[config.mk]
export PLATFORM = sky130hd
export DESIGN_NAME = tft_timing_ctrl_flat
export DESIGN_NICKNAME = d
export VERILOG_FILES = /design/src/rtl/tft_timing_ctrl_if.sv /design/src/rtl/tft_timing_ctrl.sv /design/src/flat_wrapper.sv
export SDC_FILE = /design/constraint.sdc
export NUM_CORES = 1
export LEC_CHECK = 0
export ABC_AREA = 1
export BUFFER_PORTS_ARGS = -buffer_cell sky130_fd_sc_hd__buf_2
export CORE_MARGIN = 3
export CORE_UTILIZATION = 43
export DETAILED_ROUTE_END_ITERATION = 10
export PLACE_DENSITY = 0.69
export SLEW_MARGIN = 10
export SYNTH_ARGS = -nofsm -noshare
export SYNTH_HDL_FRONTEND = slang
export SYNTH_SLANG_ARGS = --single-unit
[constraint.sdc]
create_clock -name tft_clk_9m -period 3.2 [get_ports tft_clk_9m]
set_clock_uncertainty 0.1 [all_clocks]
set_input_delay 0.48 -clock tft_clk_9m [delete_from_list [all_inputs] [get_ports tft_clk_9m]]
set_output_delay 0.48 -clock tft_clk_9m [all_outputs]
set_load 0.005 [all_outputs]
[src/rtl/tft_timing_ctrl_if.sv]
// TFT raster bus: renderer coordinates/colour plus panel pins.
// Latency: none, signal bundle only.
// Backpressure: none; the raster is free-running and the renderer must keep pace.
interface tft_timing_ctrl_if;
  logic [23:0] rgb_data;
  logic [9:0]  pix_x;
  logic [9:0]  pix_y;
  logic        hsync;
  logic        vsync;
  logic        tft_de;
  logic [23:0] tft_rgb;
  logic        tft_bl;
  logic        frame_start;

  // Timing controller side: issues coordinates and panel pins, takes colour back.
  modport master (
    input  rgb_data,
    output pix_x, pix_y, hsync, vsync, tft_de, tft_rgb, tft_bl, frame_start
  );

  // Renderer/panel side.
  modport slave (
    output rgb_data,
    input  pix_x, pix_y, hsync, vsync, tft_de, tft_rgb, tft_bl, frame_start
  );
endinterface

[src/rtl/tft_timing_ctrl.sv]
// TFT raster timing generator: h/v counters, syncs, DE, early pixel coordinates, RGB gating.
// Latency: syncs/DE/coords/frame_start one cycle after counters; tft_rgb combinational from rgb_data.
// Backpressure: none; free-running raster, renderer must deliver colour DATA_LAT cycles after coords.
module tft_timing_ctrl #(
  parameter int H_SYNC   = 41,
  parameter int H_BACK   = 2,
  parameter int H_ACTIVE = 480,
  parameter int H_FRONT  = 2,
  parameter int V_SYNC   = 10,
  parameter int V_BACK   = 2,
  parameter int V_ACTIVE = 272,
  parameter int V_FRONT  = 2,
  parameter int DATA_LAT = 1
) (
  input  logic              tft_clk_9m,
  input  logic              sys_rst_n,
  tft_timing_ctrl_if.master tft
);

  localparam int H_TOTAL = H_SYNC + H_BACK + H_ACTIVE + H_FRONT;
  localparam int V_TOTAL = V_SYNC + V_BACK + V_ACTIVE + V_FRONT;
  localparam int HA0     = H_SYNC + H_BACK;
  localparam int VA0     = V_SYNC + V_BACK;

  // Elaboration guards: 10-bit counters, and the request window must stay inside its own line.
  if (H_TOTAL > 1024) begin : g_bad_h_total
    $error("tft_timing_ctrl: H_TOTAL exceeds 1024");
  end
  if (V_TOTAL > 1024) begin : g_bad_v_total
    $error("tft_timing_ctrl: V_TOTAL exceeds 1024");
  end
  if (DATA_LAT < 0 || DATA_LAT > 2) begin : g_bad_lat
    $error("tft_timing_ctrl: DATA_LAT must be 0..2");
  end
  if (HA0 < DATA_LAT) begin : g_bad_wrap
    $error("tft_timing_ctrl: request window would wrap into previous line");
  end

  // Window edges are compared in 11 bits so an end edge of exactly 1024 stays representable.
  localparam logic [9:0]  H_LAST    = 10'(H_TOTAL - 1);
  localparam logic [9:0]  V_LAST    = 10'(V_TOTAL - 1);
  localparam logic [10:0] HS_END    = 11'(H_SYNC);
  localparam logic [10:0] VS_END    = 11'(V_SYNC);
  localparam logic [10:0] H_DE_BEG  = 11'(HA0);
  localparam logic [10:0] H_DE_END  = 11'(HA0 + H_ACTIVE);
  localparam logic [10:0] H_RQ_BEG  = 11'(HA0 - DATA_LAT);
  localparam logic [10:0] H_RQ_END  = 11'(HA0 + H_ACTIVE - DATA_LAT);
  localparam logic [10:0] V_DE_BEG  = 11'(VA0);
  localparam logic [10:0] V_DE_END  = 11'(VA0 + V_ACTIVE);
  localparam logic [9:0]  X_OFFSET  = 10'(HA0 - DATA_LAT);
  localparam logic [9:0]  Y_OFFSET  = 10'(VA0);

  logic [9:0]  h_cnt;
  logic [9:0]  v_cnt;
  logic [10:0] h_ext;
  logic [10:0] v_ext;
  logic        h_vis;
  logic        v_vis;
  logic        h_req;

  logic        hsync_q;
  logic        vsync_q;
  logic        de_q;
  logic        bl_q;
  logic        fs_q;
  logic [9:0]  pix_x_q;
  logic [9:0]  pix_y_q;

  assign h_ext = {1'b0, h_cnt};
  assign v_ext = {1'b0, v_cnt};
  assign h_vis = (h_ext >= H_DE_BEG) && (h_ext < H_DE_END);
  assign v_vis = (v_ext >= V_DE_BEG) && (v_ext < V_DE_END);
  assign h_req = (h_ext >= H_RQ_BEG) && (h_ext < H_RQ_END);

  // Raster position: h wraps every line, v steps on the h wrap and wraps with it at frame end.
  always_ff @(posedge tft_clk_9m) begin
    if (!sys_rst_n) begin
      h_cnt <= '0;
      v_cnt <= '0;
    end else if (h_cnt == H_LAST) begin
      h_cnt <= '0;
      v_cnt <= (v_cnt == V_LAST) ? '0 : v_cnt + 10'd1;
    end else begin
      h_cnt <= h_cnt + 10'd1;
    end
  end

  // Registered outputs decoded from the current position; coordinates lead DE by DATA_LAT.
  always_ff @(posedge tft_clk_9m) begin
    if (!sys_rst_n) begin
      hsync_q <= 1'b1;
      vsync_q <= 1'b1;
      de_q    <= 1'b0;
      bl_q    <= 1'b0;
      fs_q    <= 1'b0;
      pix_x_q <= '0;
      pix_y_q <= '0;
    end else begin
      hsync_q <= (h_ext >= HS_END);
      vsync_q <= (v_ext >= VS_END);
      de_q    <= h_vis && v_vis;
      bl_q    <= 1'b1;
      fs_q    <= (h_cnt == 10'd0) && (v_cnt == 10'd0);
      pix_x_q <= (h_req && v_vis) ? (h_cnt - X_OFFSET) : '0;
      pix_y_q <= (h_req && v_vis) ? (v_cnt - Y_OFFSET) : '0;
    end
  end

  assign tft.hsync       = hsync_q;
  assign tft.vsync       = vsync_q;
  assign tft.tft_de      = de_q;
  assign tft.tft_bl      = bl_q;
  assign tft.frame_start = fs_q;
  assign tft.pix_x       = pix_x_q;
  assign tft.pix_y       = pix_y_q;
  // Colour passes straight through in the DE cycle and is blanked elsewhere.
  assign tft.tft_rgb     = tft.rgb_data & {24{de_q}};

endmodule

[src/flat_wrapper.sv]
// flat-port wrapper written by rule: the top's interface ports become plain ports
module tft_timing_ctrl_flat 
#(
  parameter int H_SYNC   = 41,
  parameter int H_BACK   = 2,
  parameter int H_ACTIVE = 480,
  parameter int H_FRONT  = 2,
  parameter int V_SYNC   = 10,
  parameter int V_BACK   = 2,
  parameter int V_ACTIVE = 272,
  parameter int V_FRONT  = 2,
  parameter int DATA_LAT = 1
)
  (tft_clk_9m, sys_rst_n, tft_rgb_data, tft_pix_x, tft_pix_y, tft_hsync, tft_vsync, tft_tft_de, tft_tft_rgb, tft_tft_bl, tft_frame_start);
  tft_timing_ctrl_if tft_i ();
  input  logic tft_clk_9m;
  input  logic sys_rst_n;
  input wire logic [$bits(tft_i.rgb_data)-1:0] tft_rgb_data;
  output wire logic [$bits(tft_i.pix_x)-1:0] tft_pix_x;
  output wire logic [$bits(tft_i.pix_y)-1:0] tft_pix_y;
  output wire logic [$bits(tft_i.hsync)-1:0] tft_hsync;
  output wire logic [$bits(tft_i.vsync)-1:0] tft_vsync;
  output wire logic [$bits(tft_i.tft_de)-1:0] tft_tft_de;
  output wire logic [$bits(tft_i.tft_rgb)-1:0] tft_tft_rgb;
  output wire logic [$bits(tft_i.tft_bl)-1:0] tft_tft_bl;
  output wire logic [$bits(tft_i.frame_start)-1:0] tft_frame_start;
  assign tft_i.rgb_data = tft_rgb_data;
  assign tft_pix_x = tft_i.pix_x;
  assign tft_pix_y = tft_i.pix_y;
  assign tft_hsync = tft_i.hsync;
  assign tft_vsync = tft_i.vsync;
  assign tft_tft_de = tft_i.tft_de;
  assign tft_tft_rgb = tft_i.tft_rgb;
  assign tft_tft_bl = tft_i.tft_bl;
  assign tft_frame_start = tft_i.frame_start;
  tft_timing_ctrl #(.H_SYNC(H_SYNC), .H_BACK(H_BACK), .H_ACTIVE(H_ACTIVE), .H_FRONT(H_FRONT), .V_SYNC(V_SYNC), .V_BACK(V_BACK), .V_ACTIVE(V_ACTIVE), .V_FRONT(V_FRONT), .DATA_LAT(DATA_LAT)) u_core (.tft_clk_9m(tft_clk_9m), .sys_rst_n(sys_rst_n), .tft(tft_i));
endmodule
Word level (Yosys, flattened, before mapping)
Index checks and enable logic that the tools add are counted.
Storage, ports and cells
  flip-flop bits (word level): 45
  input port bits: 26
  output and inout bits: 49
  logic and storage cells: 37
Cells by class
  $add $sub $neg: 4
  order comparisons: 8
  eq/ne operators: 2
  muxes and demuxes: 2
  bitwise gates (word level): 2
  reduce and logical (&&, ||, !) cells: 10
Operator list (number)
  $ge 10x6->1 const B: 3
  $and 24x24->24: 1
  $add 10x1->10 const B: 2
  $ge 10x4->1 const B: 2
  $logic_not 10->1: 2
  $lt 10x10->1 const B: 2
  $eq 10x10->1 const B: 1
  $eq 10x9->1 const B: 1
  $lt 10x9->1 const B: 1
  $mux 10: 1
  $sub 10x4->10 const B: 1
  $sub 10x6->10 const B: 1
  $logic_and 1x1->1: 6
  $reduce_and 2->1: 1
  $reduce_or 2->1: 1
  $mux 1: 1
  $not 1->1: 1

Longest topological paths before layout
Gate-level depths: netlist of run 1.
  word-level depth: 4
  mapped depth: 12
  mapped depth without buffers: 10

Worst setup path before layout of run 1
OpenSTA, ideal clock, no wires.
  kind: register -> register
  start point: reg u_core.h_cnt[1]
  end point: reg u_core.pix_x_q[7], in the netlist u_core.tft.pix_x[7]
  setup time: 0.062 ns
  arrival: 1.409 ns
  data required time: 3.038 ns
  setup slack: 1.629 ns
  cell stages (with the launch flop): 9
  path buffers: 0
  period minus slack after synthesis: 1.571 ns
  cell sequence: dfxtp_1 inv_1 ha_1 o21ai_0 nand2_1 nand2_1 xor2_1 inv_1 nor2_2
On the way
  cells in the longest elaborated chain, start to end: 4
  elaborated cells between the ends (all ways): 6
  those cells by class: 1 x add/sub; 2 x order compare; 3 x reduce/logical
Ends and longest elaborated chain
  from (decl): line tft_timing_ctrl.sv:53  | logic [9:0] h_cnt;
  from (signal assigned): line tft_timing_ctrl.sv:84  | h_cnt <= h_cnt + 10'd1;
  $ge 10x6->1 or $lt 10x10->1 (tied branches): line tft_timing_ctrl.sv:73  | assign h_req = (h_ext >= H_RQ_BEG) && (h_ext < H_RQ_END);
  $logic_and 1x1->1: line tft_timing_ctrl.sv:73
  $logic_and 1x1->1: line tft_timing_ctrl.sv:104  | pix_x_q <= (h_req && v_vis) ? (h_cnt - X_OFFSET) : '0;
  $reduce_and 2->1 (no line)
  to (signal assigned): line tft_timing_ctrl.sv:104
  to (decl): line tft_timing_ctrl.sv:66  | logic [9:0] pix_x_q;
Parallel ways exist; a longest one is shown, timed or not.
A chain may end at the register's enable or synchronous reset.

Final worst setup path of run 1
  start point: reg u_core.v_cnt[2]
  end point: reg u_core.pix_x_q[1], in the netlist u_core.tft.pix_x[1]
On the way
  cells in the longest elaborated chain, start to end: 4
  elaborated cells between the ends (all ways): 5
  those cells by class: 2 x order compare; 3 x reduce/logical
Ends and longest elaborated chain
  from (decl): line tft_timing_ctrl.sv:54  | logic [9:0] v_cnt;
  from (signal assigned): line tft_timing_ctrl.sv:82  | v_cnt <= (v_cnt == V_LAST) ? '0 : v_cnt + 10'd1;
  $ge 10x4->1 or $lt 10x9->1 (tied branches): line tft_timing_ctrl.sv:72  | assign v_vis = (v_ext >= V_DE_BEG) && (v_ext < V_DE_END);
  $logic_and 1x1->1 (*): line tft_timing_ctrl.sv:72
  $logic_and 1x1->1 (*): line tft_timing_ctrl.sv:104
  $reduce_and 2->1 (no line) (*)
Every way passes the cells marked *; elsewhere a longest branch is shown, timed or not.

==> impl_metrics.json, run 1 <==
{
  "cts_hold_buf": 0,
  "cts_inserted_buffers": 5,
  "postLayoutCellArea_um2": 2980,
  "power.density_nw_per_um2": 337,
  "diodes": 0,
  "fmax_mhz": 498,
  "final_common_cell": "nand2_1",
  "fill_cells": 543,
  "routed.top_layer": "met4",
  "status": "finished clean",
  "startpoint_type": "register",
  "reg2reg_from": "u_core.v_cnt[2]",
  "p_seq_frac": 0.571,
  "synth-seq-cells": 45,
  "dpl-instance-area_um2": 2880,
  "p_comb_frac": 0.050,
  "ioPinCount": 75,
  "start_util": 0.448,
  "drtAntennaViolNets": 0,
  "worst_path_max_delay_cell": "dfxtp_1",
  "fin_crit_ps": 2010,
  "cpLargestDelayFamily": "simple AND/OR/NAND/NOR gates",
  "synth-seq-area-share": 0.363,
  "setup-tns-final_ps": 0,
  "grt-ovfl-total": 0,
  "clock-sinks": 45,
  "max_slew.worst_pin.slew_ps": 712,
  "cts_tree": "yes",
  "clock_path_buffers": 2,
  "postLayoutCoreUtil": 0.538,
  "startpoint": "u_core.v_cnt[2]",
  "worst_hold_path_type": "in -> reg",
  "vias_per_cell": 4.62,
  "drt_iter0_markers": 128,
  "path_clk_slew_ps": 90,
  "syn-num-nets": 399,
  "cp_num_buf_inv": 2,
  "area_delta_synth_final_pct": 20.1,
  "track_usage": 0.161,
  "register_area_um2": 901,
  "drt_wl_total_um": 5610,
  "syn_avg_cell_area_um2": 6.88,
  "synthCells": 361,
  "cp.arrival_ps": 2070,
  "fp.dieW_um": 82,
  "wl_met2_um": 2520,
  "ctsRootBufferMaster": "clkbuf_8",
  "power_leakage_uw": 0.00179,
  "die-height_um": 82,
  "slew_violations": 0,
  "internal_power_uw": 784,
  "wl_met3_um": 554,
  "clock_power_share": 0.379,
  "grt_pass1_vias": 1932,
  "numPortBuffers": 74,
  "crit_path_frequent_cell": "nand2_1",
  "grt_max_degree": 26,
  "crit_required_ps": 3270,
  "clkLatencyLatePin_ps": 300,
  "synth_area_um2": 2480,
  "rsz0062_at_grt": "no",
  "route.detailed.wl_per_inst_um": 11.1,
  "htree_num_levels": 2,
  "grt_pass1_wl_um": 8400,
  "rows": 27,
  "p_switching_uw": 219,
  "first_pass_iters": 5,
  "core-area_um2": 5540,
  "critical_path.max_fanout": 20,
  "crit_path_cell_trace": "ha_1 -> nand2_1 -> nand3_1 -> nand2_1 -> nand2_1 -> inv_1 -> nand2_1 -> inv_1 -> nand2_2 -> nor2_1",
  "multi_input_area_um2": 1260,
  "yosysUniqueCellTypes": 24,
  "maxSlewHeadroom": 0.525,
  "hold_violations": 0,
  "vias": 2337,
  "final_cell_mix": "nand2_1 (89), buf_2 (74), inv_1 (64), dfxtp_1 (45), nor2_1 (39)",
  "route.detailed.drc": 0,
  "drive_gt1_frac": 0.272,
  "layout.nets": 471,
  "maxCapViolCount": 0,
  "synth_warnings": 0,
  "end_kind": "register",
  "max_stage_delay_ps": 480,
  "switching_share": 0.218,
  "final.period_utilization": 0.627,
  "post_cts_buffers": 0,
  "dp_hpwl_um": 4410,
  "place.gp.congestion": 0.920,
  "dieArea_um2": 6720,
  "ir_drop_mv": 0.188,
  "m1WireLength_um": 2460,
  "antenna_found_initial": 0,
  "hp-start": "sys_rst_n",
  "ctsResizeCount": 0,
  "setup_viol_count_final": 0,
  "critical_path_class": "reg -> reg"
}
==> cell type report <==
class	instances	area share
well taps	72	0.0302
multi-input cells	237	0.421
flip-flops and latches	45	0.302
clock inverters	1	0.00168
repair buffers	74	0.124
clock buffers	7	0.0323
inverters	70	0.0881
==> registers in the layout, summed over array words and instances (netlist names) <==
name and count:
u_core.h_cnt 10, u_core.tft.pix_x 10, u_core.tft.pix_y 10, u_core.v_cnt 10
u_core.tft.frame_start 1, u_core.tft.hsync 1, u_core.tft.tft_bl 1, u_core.tft.tft_de 1
u_core.tft.vsync 1
==> through the flow <==
stage               hold WS (ps)  worst slack [ps]  std cells  power [uW]
floorplan                    352              1630        361         611
global placement             385              1230        498         635
detailed placement           389              1200        498         636
CTS                          311              1170        506        1010
global route                 318               994        506        1040
finish                       321              1190        506        1000
==> cell families (layout without fill, tap and decap cells) <==
logic type | after synthesis | count (layout) | synth area share
xor+xnor | 18 | 18 | 0.0635
buf+inv | 79 | 152 | 0.131
flops | 45 | 45 | 0.363
simple gates | 193 | 193 | 0.353
fa+ha+maj | 12 | 12 | 0.0605
compound gates | 14 | 14 | 0.0292
==> path summary, 6_finish.rpt <==
check / cells after the start / slack [ps] / endpoint
max: 10 / 1190 / u_core.tft.pix_x[1]
min: 1 / 320 / u_core.tft.tft_bl
max reg2reg: 10 / 1190 / u_core.tft.pix_x[1]
min reg2reg: 2 / 410 / u_core.h_cnt[9]
==> power by group through the flow <==
stage               Clock [uW]  Combinational (uW)  Sequential, uW
finish                     380                50.6             573
global route               411                55.5             574
CTS                        391                50.3             573
detailed placement           0                49.6             586
global placement             0                49.6             586
floorplan                    0                26.6             585
==> layer usage <==
layer	vias to the layer above	track usage
li1	1215	-
met2	112	0.283
met3	8	0.0329
met5	-	0
met4	0	0.0498
met1	1002	0.196
==> synth_stat cells <==
| library cell | number | area (um^2) |
|---|---|---|
| xor2_1 | 18 | 158 |
| nor2_4 | 2 | 22.5 |
| a21oi_1 | 4 | 20.0 |
| nand2_1 | 89 | 334 |
| buf_4 | 1 | 7.51 |
| buf_2 | 2 | 10.0 |
| clkbuf_1 | 2 | 7.51 |
| nor3b_2 | 1 | 12.5 |
| nand2_2 | 3 | 18.8 |
| inv_2 | 6 | 22.5 |
| dfxtp_1 | 45 | 901 |
| nor2_1 | 39 | 146 |
| nand3b_1 | 2 | 15.0 |
| nand4_1 | 8 | 50.1 |
| inv_1 | 64 | 240 |
| a22oi_1 | 1 | 7.51 |
| nand3_1 | 21 | 105 |
| clkbuf_2 | 1 | 5.00 |
| and2_2 | 1 | 7.51 |
| nor2_2 | 23 | 144 |
| nor3_1 | 4 | 20.0 |
| o21ai_0 | 9 | 45.0 |
| buf_6 | 3 | 33.8 |
| ha_1 | 12 | 150 |
(Power assumes the default switching activity.)
==> run 2, diff against run 1 <==
--- a/config.mk
+++ b/config.mk
@@ -10,7 +10,7 @@
 export CORE_MARGIN = 3
 export CORE_UTILIZATION = 43
 export DETAILED_ROUTE_END_ITERATION = 10
-export PLACE_DENSITY = 0.69
+export PLACE_DENSITY = 0.71
 export SLEW_MARGIN = 10
 export SYNTH_ARGS = -nofsm -noshare
 export SYNTH_HDL_FRONTEND = slang
==> constraint.sdc (replaced) <==
create_clock -name tft_clk_9m -period 1.62 [get_ports tft_clk_9m]
set_clock_uncertainty 0.1 [all_clocks]
set_input_delay 0.243 -clock tft_clk_9m [delete_from_list [all_inputs] [get_ports tft_clk_9m]]
set_output_delay 0.243 -clock tft_clk_9m [all_outputs]
set_load 0.005 [all_outputs]
==> run 2 against run 1 <==
Effect of this change:
- fmax is 27% higher
- sequential power grew 97%
- hold slack got worse by 240 ps
- first-iteration DRC count up 19%
- final cell count rose by 5.9%
- flip-flop and latch count unchanged
- cell area grew 10%
- combinational power increased to 2.7 times the previous value
- utilization grew 5.5 points
==> impl_metrics.json, run 2 (synthesized netlist as in run 1, its figures left out) <==
{
  "place.gp.congestion": 0.924,
  "grt_pass1_wl_um": 9160,
  "track_usage": 0.176,
  "first_pass_iters": 4,
  "antenna_found_initial": 0,
  "grtUsageMet1": 0.221,
  "status": "finished clean",
  "grt_busiest_layer": "met2",
  "reg2reg_depth": 10,
  "core-area_um2": 5540,
  "end_kind": "register",
  "clock-sinks": 45,
  "grt_pass1_vias": 2099,
  "area_delta_synth_final_pct": 32.2,
  "fill_cells": 502,
  "globalRouteMet3Util": 0.0340,
  "grt_max_degree": 26,
  "dieArea_um2": 6720,
  "layout.nets": 502,
  "vias_per_cell": 4.58,
  "fmax_mhz": 634,
  "reg2reg_from": "u_core.h_cnt[2]",
  "numPortBuffers": 74,
  "worst_hold_path_type": "in -> reg",
  "cts_hold_buf": 0,
  "path_clk_slew_ps": 80,
  "grt-ovfl-total": 0,
  "fp.dieW_um": 82,
  "critical_path.max_fanout": 5,
  "cp.arrival_ps": 1660,
  "htree_num_levels": 2,
  "rsz0062_at_grt": "yes",
  "startpoint_type": "register",
  "hold_violations": 0,
  "ctsRootBufferMaster": "clkbuf_8",
  "fin_crit_ps": 1580,
  "route.detailed.drc": 0,
  "cts_tree": "yes",
  "final.period_utilization": 0.973,
  "slew_violations": 0,
  "vias": 2456,
  "start_util": 0.448,
  "ioPinCount": 75,
  "whs_ps": 81.9,
  "r2r_slack_ps": 40,
  "clock_path_buffers": 2,
  "crit_path_end": "u_core.tft.pix_y[4]",
  "power.density_nw_per_um2": 592,
  "ir_drop_mv": 0.257,
  "clkLatencyLatePin_ps": 300,
  "rows": 27,
  "startpoint": "u_core.h_cnt[2]",
  "die-height_um": 82,
  "postLayoutCoreUtil": 0.593,
  "final_common_cell": "nand2_1",
  "crit_required_ps": 1700,
  "r2r-end": "u_core.tft.pix_y[4]",
  "use_met2": 0.308,
  "drive_gt1_frac": 0.360,
  "maxCapViolCount": 0,
  "max_slew.worst_pin.slew_ps": 293,
  "place_ws_ps": -15.3,
  "diodes": 0,
  "setup_viol_count_final": 0,
  "setup-tns-final_ps": 0,
  "drtAntennaViolNets": 0,
  "final_cell_mix": "nand2_1 (87), buf_2 (74), inv_1 (60), dfxtp_1 (37), nor2_1 (35)",
  "drt_iter0_markers": 152,
  "dp_hpwl_um": 4830,
  "cts_inserted_buffers": 5,
  "worst_slack_ps": 42.9,
  "maxSlewHeadroom": 0.805,
  "stdcell_count": 536,
  "route.detailed.wl_per_inst_um": 11.4,
  "drt_wl_total_um": 6120,
  "critical_path_class": "reg -> reg",
  "placedCellCount": 526,
  "power_leakage_uw": 0.00196
}
==> run 2: changes by cell type in the layout (fill, tap and decap cells not counted), moves of 3 or more <==
cell and change:
inv_1 -4, nor2_2 +3, dfxtp_1 -8, nor2_1 -4
buf_4 +25, inv_2 +4, buf_6 +3, dfxtp_2 +8
==> run 2: per-layer routing <==
metal | share of wire | routed length [um]
met3 | 0.095 | 583
met4 | 0.0093 | 57
met5 | 0 | 0
met1 | 0.42 | 2590
met2 | 0.47 | 2880
==> run 2: layout make-up <==
cell class / count / area [um^2] / share of cell area
Timing Repair Buffer: 104 / 637 / 0.194
Sequential cell: 45 / 911 / 0.277
Inverter: 70 / 263 / 0.0800
Clock buffer: 7 / 86.3 / 0.0263
Multi-Input combinational cell: 238 / 1300 / 0.395
Tap cell: 72 / 90.1 / 0.0274
==> run 2: timing repair <==
action / 4_1_cts / 5_1_grt
gates cloned: 0 / 2
resized for setup: 1 / 27
setup endpoints to repair: 4 / 38
endpoints found under the hold margin: 0 / 0
pin swaps: 1 / 2
setup buffers: 1 / 0
==> run 2: worst min-delay path by stage <==
| stage | startpoint | to | slack, ps | cells past startpoint |
|---|---|---|---|---|
| global placement | u_core.h_cnt[0] | u_core.tft.pix_x[0] | 360 | 2 |
| detailed placement | u_core.h_cnt[0] | u_core.tft.pix_x[0] | 370 | 2 |
| CTS | sys_rst_n | u_core.tft.tft_bl | 80 | 1 |
| floorplan | sys_rst_n | u_core.tft.tft_bl | 170 | 0 |
| global route | sys_rst_n | u_core.tft.tft_bl | 80 | 1 |
| finish | sys_rst_n | u_core.tft.tft_bl | 80 | 1 |
==> run 2: metrics by stage <==
step / cell area [um^2] / power (uW)
CTS: 3200 / 1960
global route: 3280 / 2030
global placement: 3100 / 1280
detailed placement: 3100 / 1280
floorplan: 2480 / 1210
finish: 3280 / 1940
==> run 2: worst max-delay path, stage by stage, from the launching register on <==
cell	delay (ps)
dfxtp_2	350
buf_4	150
nand2_2	80
nand2_1	80
nand2_2	120
nand4_1	140
nand2_1	100
inv_2	50
nand2_4	100
clkbuf_16	160
nor2_2	30
==> run 2: power by group <==
part,total (uW),internal (uW),switching [uW]
clock,683,338,344
combinational,135,65.1,69.7
sequential,1130,1120,8.00
==> run 3, diff against run 2 <==
--- a/config.mk
+++ b/config.mk
@@ -10,7 +10,7 @@
 export CORE_MARGIN = 3
 export CORE_UTILIZATION = 43
 export DETAILED_ROUTE_END_ITERATION = 10
-export PLACE_DENSITY = 0.71
+export PLACE_DENSITY = 0.75
 export SLEW_MARGIN = 10
 export SYNTH_ARGS = -nofsm -noshare
 export SYNTH_HDL_FRONTEND = slang
==> run 3 against run 2 <==
Effect of this change:
- die area unchanged
- count of clock-buffer cells in the layout did not move
- cell area rose by 0.69%
- via count is 1.1% higher
- final cell count is 0.37% higher
- setup slack better by 10 ps
- largest cell class unchanged
==> impl_metrics.json, run 3 (synthesized netlist as in run 1, its figures left out) <==
{
  "status": "finished clean",
  "startpoint_type": "register",
  "finalPower_uw": 2010,
  "ctsRootBufferMaster": "clkbuf_8",
  "route.detailed.wl_per_inst_um": 11.5,
  "route.detailed.drc": 0,
  "grt_pass1_wl_um": 9950,
  "grt_max_degree": 26,
  "max_stage_delay_ps": 350,
  "worst_slack_ps": 53.4,
  "ioPinCount": 75,
  "max_slew.worst_pin.slew_ps": 298,
  "first_pass_iters": 4,
  "grt_pass1_vias": 2257,
  "antenna_found_initial": 0,
  "place.gp.congestion": 0.947,
  "dieArea_um2": 6720,
  "setup_viol_count_final": 0,
  "drt_iter0_markers": 152,
  "slew_violations": 0,
  "hold_violations": 0,
  "fmax_mhz": 638,
  "start_util": 0.448,
  "crit_path_cell_trace": "inv_2 -> ha_1 -> inv_1 -> nor2_2 -> inv_2 -> nor2_4 -> nand2_1 -> xor2_1 -> nor2_1",
  "core-area_um2": 5540,
  "die-height_um": 82,
  "clkLatencyLatePin_ps": 300,
  "track_usage": 0.190,
  "rows": 27,
  "area_delta_synth_final_pct": 33.1,
  "worst_hold_path_type": "in -> reg",
  "maxSlewHeadroom": 0.801,
  "cts_hold_buf": 0,
  "fp.dieW_um": 82,
  "critical_path.max_fanout": 5,
  "vias_per_cell": 4.62,
  "drtAntennaViolNets": 0,
  "rsz0062_at_grt": "yes",
  "vias": 2483,
  "power_leakage_uw": 0.00196,
  "fin_crit_ps": 1570,
  "ir_drop_mv": 0.256,
  "final.period_utilization": 0.967,
  "final_common_cell": "nand2_1",
  "numPortBuffers": 74,
  "crit_required_ps": 1720,
  "power.density_nw_per_um2": 609,
  "hp-start": "sys_rst_n",
  "whs_ps": 96.4,
  "layout.nets": 503,
  "worst_path_max_delay_cell": "dfxtp_2",
  "diodes": 0,
  "htree_num_levels": 2,
  "clock_path_buffers": 2,
  "drt_wl_total_um": 6200,
  "cts_tree": "yes",
  "cp.arrival_ps": 1670,
  "cp_num_buf_inv": 3,
  "maxCapViolCount": 0,
  "end_kind": "register",
  "cts_inserted_buffers": 5,
  "place_ws_ps": -15.7,
  "stdcell_count": 538,
  "cpLargestDelayFamily": "simple AND/OR/NAND/NOR gates",
  "startpoint": "u_core.h_cnt[1]",
  "placedCellCount": 526,
  "grt-ovfl-total": 0,
  "clock-sinks": 45,
  "drive_gt1_frac": 0.369,
  "final_cell_mix": "nand2_1 (87), buf_2 (74), inv_1 (61), nor2_1 (35), dfxtp_1 (34)",
  "reg2reg_from": "u_core.h_cnt[1]",
  "critical_path_class": "reg -> reg",
  "dp_hpwl_um": 4920,
  "path_clk_slew_ps": 90,
  "crit_path_frequent_cell": "inv_2"
}
-- run 3: per-stage QoR --
stage	area, um^2	util	TNS (ps)
after floorplan	2480	-	0
after global placement	3120	0.562	-37.2
after detailed placement	3120	0.562	-15.7
after CTS	3220	0.582	0
after global routing	3310	0.597	-69.0
final	3310	0.597	0
-- run 3: path summary, 6_finish.rpt --
kind,end,slack (ps),cells after the start
hold / removal,u_core.tft.tft_bl,100,1
setup reg to reg,u_core.v_cnt[6],50,9
setup / recovery,u_core.v_cnt[6],50,9
hold reg to reg,u_core.h_cnt[9],390,2
-- run 3: cell type report --
cell class / instances / area [um^2]
clock inverters: 1 / 5.00
well taps: 72 / 90.1
multi-input cells: 238 / 1310
clock buffers: 7 / 96.3
fillers: 506 / 2230
inverters: 70 / 263
repair buffers: 105 / 628
flip-flops and latches: 45 / 920
-- run 3: per-layer routing --
metal / track usage / routed length [um] / up-vias
li1: - / - / 1287
met1: 0.228 / 2680 / 1078
met2: 0.337 / 2880 / 102
met3: 0.0307 / 500 / 16
met4: 0.0681 / 129 / 0
met5: 0 / 0 / -
-- run 3: repair_timing --
| action | CTS | global route |
|---|---|---|
| cloned | 1 | 0 |
| pin swaps | 1 | 2 |
| endpoints found under the setup margin | 5 | 40 |
| setup buffers | 0 | 3 |
| resized for setup | 0 | 30 |
-- run 3: power by group --
| part | internal [uW] | switching, uW | total [uW] |
|---|---|---|---|
| clock network | 386 | 373 | 758 |
| registers | 1120 | 9.43 | 1130 |
| logic | 64.7 | 65.2 | 130 |
